==> src/rtl/stage_queue_if.sv <==
// Valid/ready handshake bundle between a pipeline stage producer, the
// stage_queue buffer and the downstream consumer.
interface stage_queue_if #(
  parameter int WIDTH = 64,
  parameter int DEPTH = 4
);
  logic                     in_valid;
  logic                     in_ready;
  logic [WIDTH-1:0]         in_data;
  logic                     out_valid;
  logic                     out_ready;
  logic [WIDTH-1:0]         out_data;
  logic [$clog2(DEPTH):0]   count;
  logic                     almost_full;

  modport slave (
    input  in_valid, in_data, out_ready,
    output in_ready, out_valid, out_data, count, almost_full
  );

  modport master (
    output in_valid, in_data, out_ready,
    input  in_ready, out_valid, out_data, count, almost_full
  );
endinterface

==> src/rtl/stage_queue.sv <==
// Elastic pipeline-stage FIFO with optional empty-queue bypass, synchronous
// flush and an almost-full threshold; stall is pure back-pressure.
module stage_queue #(
  parameter int WIDTH    = 64,
  parameter int DEPTH    = 4,
  parameter int BYPASS   = 1,
  parameter int AF_LEVEL = DEPTH - 1
) (
  input  logic          clk,
  input  logic          reset,
  input  logic          flush,
  stage_queue_if.slave  q
);
  localparam int PW = $clog2(DEPTH);
  localparam int CW = PW + 1;

  logic [WIDTH-1:0] mem_q [DEPTH];
  logic [PW-1:0]    head_q, head_d;
  logic [PW-1:0]    tail_q, tail_d;
  logic [CW-1:0]    count_q, count_d;

  logic empty_s, bypass_s, push_s, pop_s, write_s, pop_mem_s;

  // Handshake outputs, bypass steering and next-state pointer/count math
  always_comb begin
    empty_s    = (count_q == {CW{1'b0}});
    q.in_ready = !reset && (count_q < CW'(DEPTH));
    bypass_s   = (BYPASS != 0) && empty_s && q.in_valid && !flush && !reset;

    if (bypass_s) begin
      q.out_valid = 1'b1;
      q.out_data  = q.in_data;
    end else begin
      q.out_valid = !empty_s && !flush && !reset;
      q.out_data  = mem_q[head_q];
    end

    push_s    = q.in_valid && q.in_ready && !flush;
    pop_s     = q.out_valid && q.out_ready;
    // A bypassed word taken by the consumer never touches storage
    write_s   = push_s && !(bypass_s && q.out_ready);
    pop_mem_s = pop_s && !bypass_s;

    if (reset || flush) begin
      head_d  = {PW{1'b0}};
      tail_d  = {PW{1'b0}};
      count_d = {CW{1'b0}};
    end else begin
      head_d  = head_q + PW'(pop_mem_s);
      tail_d  = tail_q + PW'(write_s);
      count_d = count_q + CW'(write_s) - CW'(pop_mem_s);
    end

    q.count       = count_q;
    q.almost_full = (count_q >= CW'(AF_LEVEL));
  end

  // Pointer and occupancy registers
  always_ff @(posedge clk) begin
    head_q  <= head_d;
    tail_q  <= tail_d;
    count_q <= count_d;
  end

  // Entry storage; contents are deliberately not cleared by reset or flush
  always_ff @(posedge clk) begin
    if (write_s && !reset) begin
      mem_q[tail_q] <= q.in_data;
    end else begin
      mem_q[tail_q] <= mem_q[tail_q];
    end
  end
endmodule
==> src/flat_wrapper.sv <==
// flat-port wrapper written by rule: the top's interface ports become plain ports
module stage_queue_flat 
#(
  parameter int WIDTH    = 64,
  parameter int DEPTH    = 4,
  parameter int BYPASS   = 1,
  parameter int AF_LEVEL = DEPTH - 1
)
  (clk, reset, flush, q_in_valid, q_in_data, q_out_ready, q_in_ready, q_out_valid, q_out_data, q_count, q_almost_full);
  stage_queue_if #(.WIDTH(WIDTH), .DEPTH(DEPTH)) q_i ();
  input  logic clk;
  input  logic reset;
  input  logic flush;
  input wire logic [$bits(q_i.in_valid)-1:0] q_in_valid;
  input wire logic [$bits(q_i.in_data)-1:0] q_in_data;
  input wire logic [$bits(q_i.out_ready)-1:0] q_out_ready;
  output wire logic [$bits(q_i.in_ready)-1:0] q_in_ready;
  output wire logic [$bits(q_i.out_valid)-1:0] q_out_valid;
  output wire logic [$bits(q_i.out_data)-1:0] q_out_data;
  output wire logic [$bits(q_i.count)-1:0] q_count;
  output wire logic [$bits(q_i.almost_full)-1:0] q_almost_full;
  assign q_i.in_valid = q_in_valid;
  assign q_i.in_data = q_in_data;
  assign q_i.out_ready = q_out_ready;
  assign q_in_ready = q_i.in_ready;
  assign q_out_valid = q_i.out_valid;
  assign q_out_data = q_i.out_data;
  assign q_count = q_i.count;
  assign q_almost_full = q_i.almost_full;
  stage_queue #(.WIDTH(WIDTH), .DEPTH(DEPTH), .BYPASS(BYPASS), .AF_LEVEL(AF_LEVEL)) u_core (.clk(clk), .reset(reset), .flush(flush), .q(q_i));
endmodule
==> config.mk <==
export PLATFORM = sky130hd
export DESIGN_NAME = stage_queue_flat
export DESIGN_NICKNAME = d
export VERILOG_FILES = /design/src/rtl/stage_queue_if.sv /design/src/rtl/stage_queue.sv /design/src/flat_wrapper.sv
export SDC_FILE = /design/constraint.sdc
export NUM_CORES = 1
export LEC_CHECK = 0
export BUFFER_PORTS_ARGS = -buffer_cell sky130_fd_sc_hd__buf_2
export CORE_MARGIN = 8
export CORE_UTILIZATION = 45
export DETAILED_ROUTE_END_ITERATION = 12
export PLACE_DENSITY = 0.67
export SETUP_SLACK_MARGIN = 0.15
export SLEW_MARGIN = 5
export SYNTH_ARGS = -nofsm -noshare
export SYNTH_HDL_FRONTEND = slang
export SYNTH_SLANG_ARGS = --single-unit
==> constraint.sdc <==
create_clock -name clk -period 6.82 [get_ports clk]
set_clock_uncertainty 0.1 [all_clocks]
set_input_delay 1.023 -clock clk [delete_from_list [all_inputs] [get_ports clk]]
set_output_delay 1.023 -clock clk [all_outputs]
set_load 0.02 [all_outputs]
==> reports/results.tsv, run 1 <==
metric	value	unit
outcome	finished, final reports clean	
num_vias	4893	
cp.required	5.70	ns
clock_path_buffers	3	
cts_made_buffers	26	
routed_via_density	5.401	
p_leak	4.048	nW
place_area	11410	µm²
drtIter0Drc	219	
rr_startpoint	u_core.q.count[0]	
peakVddDrop	147.4	µV
root_buffer	clkbuf_16	
drive_above_1_share	49.60	%
min_from	u_core.tail_q[1]	
gp_congestion	0.7527	
report.final.setup_viol	0	
clock_sinks	263	
start_util	45.90	%
tritoncts	done	
grtUsageTotal	13.84	%
final_cell_mix	256 x edfxtp_1, 138 x buf_2, 64 x mux4_2	
grt_overflow	0	
ys.flop_type	edfxtp_1	
synth_edf_count	256	
whs_endpoint	u_core.tail_q[1]	
grt_pass1_vias	5468	
slowest_stage	dfxtp_4	
diodes	0	
r2r_end	u_core.mem_q[0][26]	
final_core_util	53.98	%
synth_top_cell_by_area	edfxtp_1	
rsz0062_at_grt	no	
slew_headroom	30.07	%
criticalPathCategory	reg -> out	
yosys_register_bits	263	
period_share	62.16	%
hpwl	11.54	mm
syn_nets	522	
finalNetCount	675	
synth_mux_area_share	20.80	%
rows	55	
synth_xor_area_share	0.3371	%
worst_slew_pin_slew	1.049	ns
io_pins	139	
hold_violations	0	
postCtsSetupRepairBufs	0	
dieWidth	168.0	µm
final_common_cell	edfxtp_1	
htreeDepth	1	
post-route-min-period	4.240	ns
setup_ws	2.580	ns
preCtsSetupSlack	2.997	ns
max_cap_violations	0	
critPathArrivalTime	3.12	ns
async_flop_share	0	%
synth_top_area_share	73.97	%
crit_chain	buf_4, mux4_2, mux2_2, buf_2	
worstSetupStartpointType	flip-flop	
synth_adder_area_share	0.5538	%
cts_resized	0	
syn_area	10390	µm²
hold_class	reg -> reg	
totalWireLength	19.24	mm
post-route-drc-count	0	
io_buffer_count	138	
antenna_found_initial	1	
syn2layout_area_growth	17.59	%
avgSynthCellArea	23.15	µm²
yosysSeqAreaShare	75.32	%
critPathMaxStageDelay	0.87	ns
r2r_setup_slack	3.79	ns
clk_latency	0.51	ns
die-area	28210	µm²
slew_viol_final	0	
fin_area	12220	µm²
synth.area.top_cells	edfxtp_1 74%, mux4_2 14%, mux2_2 6.1%	
hold_depth	2	
antenna_left	0	
syn_inst	449	
end_kind	output port	
r2r_cells	4	
cp_max_fo	37	
synthDistinctLibCells	32	
synth_compound_area_share	0.4334	%
drt_pre_antenna_iters	5	
wire_per_inst	21.24	µm
p_per_area	267.0	nW/µm²
die_h	168.0	µm
coreArea	22640	µm²
ctsHoldBuffers	0	
tns	0	ns
synthSimpleGateAreaFrac	1.240	%
synth_warnings	0	
synth_top_family_by_area	multiplexers	
clkTransAtPathRegs	0.06	ns
clock.fmax	235.9	MHz
grt_pass1_wl	30.66	mm
grt_start_max_net_pins	66	
power breakdown:
| group | internal (mW) | switching, mW | total (mW) | leakage, nW |
|---|---|---|---|---|
| Combinational | 0.0532 | 0.0783 | 0.132 | 1.28 |
| Sequential | 1.78 | 0.00283 | 1.78 | 2.36 |
| Clock | 0.794 | 0.554 | 1.35 | 0.399 |
| Total | 2.63 | 0.635 | 3.26 | 4.05 |
sequential cells by signal (all words and copies together) (netlist names):
register        flops
u_core.tail_q       2
u_core.mem_q      256
u_core.head_q       2
u_core.q.count      3
layer usage:
| metal | vias up | part of all wire (%) | GRT usage [%] |
|---|---|---|---|
| met1 | 2512 | 44 | 18.33 |
| met5 | - | 0.068 | 0 |
| met4 | 2 | 1.5 | 3.067 |
| met3 | 27 | 5.7 | 3.204 |
| met2 | 140 | 48 | 23.02 |
| li1 | 2212 | - | - |
cell usage after synthesis, types with 2 or more instances:
library cell and n:
edfxtp_1 256, mux4_2 64, mux2_2 56, buf_2 10, mux2_1 8, dfxtp_1 7
nor2_1 7, buf_6 5, clkbuf_1 5, and2_1 3, ha_1 3, xnor2_1 3
inv_1 2, nor3b_1 2
area by class of cell:
cell class,instances,area (µm²)
Clock buffer,32,694.4
Fill cell,1775,10420
Tap cell,285,356.6
Timing Repair Buffer,145,743.2
Clock inverter,15,118.9
Sequential cell,263,7835
Multi-Input combinational cell,163,2461
Inverter,3,11.26
cell families after synthesis:
family,count (synthesis)
flip-flops,263
multiplexers,128
buffers and inverters,23
AND/OR/NAND/NOR,21
AO/OA/AOI/OAI,6
XOR/XNOR,4
adder cells (fa/ha/maj),4
critical path: cells and delay by family (launching register included):
kind	cells	cell delay (ns)
multiplexers	2	0.91
flip-flops	1	0.87
buffers and inverters	2	0.81
worst max path at each step:
| stage | from | depth (start not counted) | endpoint | slack, ns |
|---|---|---|---|---|
| 3_5_place_dp | u_core.head_q[0] | 4 | q_out_data[60] | 3.00 |
| 3_3_place_gp | u_core.head_q[0] | 4 | q_out_data[4] | 3.01 |
| 4_1_cts | u_core.head_q[0] | 4 | q_out_data[60] | 2.43 |
| 2_1_floorplan | flush | 3 | u_core.mem_q[0][0] | 0.20 |
| 5_1_grt | u_core.head_q[0] | 4 | q_out_data[4] | 2.29 |
| 6_report | u_core.head_q[0] | 4 | q_out_data[56] | 2.58 |
metrics by stage:
step / hold WS, ns / total power, mW / cells
2_1_floorplan: 0.4337 / 1.886 / 449
3_3_place_gp: 0.4907 / 1.946 / 859
3_5_place_dp: 0.5011 / 1.951 / 859
4_1_cts: 0.5081 / 3.298 / 906
5_1_grt: 0.5440 / 3.359 / 906
6_report: 0.5105 / 3.262 / 906
(Power assumes the default switching activity.)
==> inputs of run 2 (changes only) <==
Clock period 6.82 ns to 3.6 ns, I/O delays scaled along.
==> reports/results.tsv, run 2 (synthesis gave the netlist of run 1 again) <==
metric	value	unit	change
die-area	28210	µm²	unchanged
dieWidth	168.0	µm	unchanged
end_kind	output port		
diodes	0		unchanged
report.final.setup_viol	0		unchanged
worstSetupStartpointType	flip-flop		
p_per_area	494.1	nW/µm²	+85%
wire_per_inst	22.36	µm	+5.3%
finalNetCount	684		+1.3%
place_inst	867		+0.93%
slew_headroom	54.28	%	+24 points
root_buffer	clkbuf_16		
hold_class	in -> reg		
final_cell_mix	256 x edfxtp_1, 138 x buf_2, 64 x mux4_2		
outcome	finished, final reports clean		
totalWireLength	20.46	mm	+6.3%
clock_sinks	263		unchanged
r2r_setup_slack	1.01	ns	-2.78 ns
p_leak	4.084	nW	+0.89%
antenna_left	0		unchanged
period_share	88.99	%	
grt_start_max_net_pins	56		-15%
coreArea	22640	µm²	unchanged
start_util	45.90	%	unchanged
worst_slew_pin_slew	0.6842	ns	-0.3647 ns
antenna_found_initial	1		unchanged
htreeDepth	1		unchanged
clkTransAtPathRegs	0.06	ns	about the same
ctsHoldBuffers	0		unchanged
final_cells	915		+0.99%
routed_via_density	5.460		+1.1%
tritoncts	done		
post-route-drc-count	0		unchanged
drt_pre_antenna_iters	4		-1
peakVddDrop	313.1	µV	+110%
drtIter0Drc	301		+37%
grt_pass1_wl	31.14	mm	+1.6%
largest_register_ffs	256		unchanged
die_h	168.0	µm	unchanged
grtUsageTotal	13.96	%	+0.12 points
totalPowerFinal	6.095	mW	+87%
gp_congestion	0.7564		+0.49%
hpwl	12.14	mm	+5.2%
cts_resized	0		unchanged
final_common_cell	edfxtp_1		
largest-register	u_core.mem_q		
critPathArrivalTime	2.56	ns	-0.56 ns
grt_overflow	0		unchanged
cp.required	2.96	ns	-2.74 ns
hold_violations	0		unchanged
cts_made_buffers	26		unchanged
tns	0	ns	unchanged
io_pins	139		unchanged
postCtsSetupRepairBufs	0		unchanged
post-route-min-period	3.204	ns	
rows	55		unchanged
clock_path_buffers	3		unchanged
cp_max_fo	34		-8.1%
rsz0062_at_grt	no		
io_buffer_count	138		unchanged
num_vias	4996		+2.1%
drive_above_1_share	50.00	%	+0.40 points
clock.fmax	312.1	MHz	
criticalPathCategory	reg -> out		
grt_pass1_vias	5615		+2.7%
clk_latency	0.52	ns	about the same
slew_viol_final	0		unchanged
max_cap_violations	0		unchanged
syn2layout_area_growth	18.70	%	
[run 2: final timing paths]
kind | start | endpoint | cells past startpoint
worst max-delay path | u_core.q.count[1] | q_out_data[52] | 5
worst min-delay path | q_in_data[36] | u_core.mem_q[3][36] | 1
worst max register to register | u_core.q.count[0] | u_core.mem_q[3][5] | 5
worst min register to register | u_core.tail_q[1] | u_core.tail_q[1] | 2
[run 2: layer usage]
metal / vias to the layer above / wire, µm / global-route usage, %
met4: 2 / 246 / 2.950
met2: 158 / 9980 / 23.34
met5: - / 10 / 0
met3: 25 / 1268 / 3.531
li1: 2232 / - / -
met1: 2579 / 8955 / 18.26
[run 2: worst max-delay path: stages (launching register included)]
cell	delay, ns
dfxtp_1	0.38
nor2_2	0.36
nand4_4	0.44
buf_12	0.35
mux2_2	0.30
buf_2	0.16
[run 2: stage by stage]
step,setup WS (ns),utilization (%),hold WS [ns],area [µm²]
final,0.3963,54.48,0.1453,12340
after global routing,0.2683,54.48,0.1274,12340
after CTS,0.1753,54.42,0.1211,12320
after detailed placement,0.4525,51.01,0.5293,11550
after global placement,0.5275,51.01,0.5189,11550
after floorplan,0.1367,-,0.4881,10430
[run 2: layout make-up]
type	count	area, µm²
fill	1733	10300
multi-input combinational	164	2482
timing repair buffer	153	878.3
clock buffer	35	684.4
inverter	3	11.26
sequential	263	7835
clock inverter	12	87.58
tap	285	356.6
[run 2: report_power, final]
part	switching, mW	internal, mW
clock	1.06	1.40
sequential	0.00482	3.37
combinational	0.154	0.103
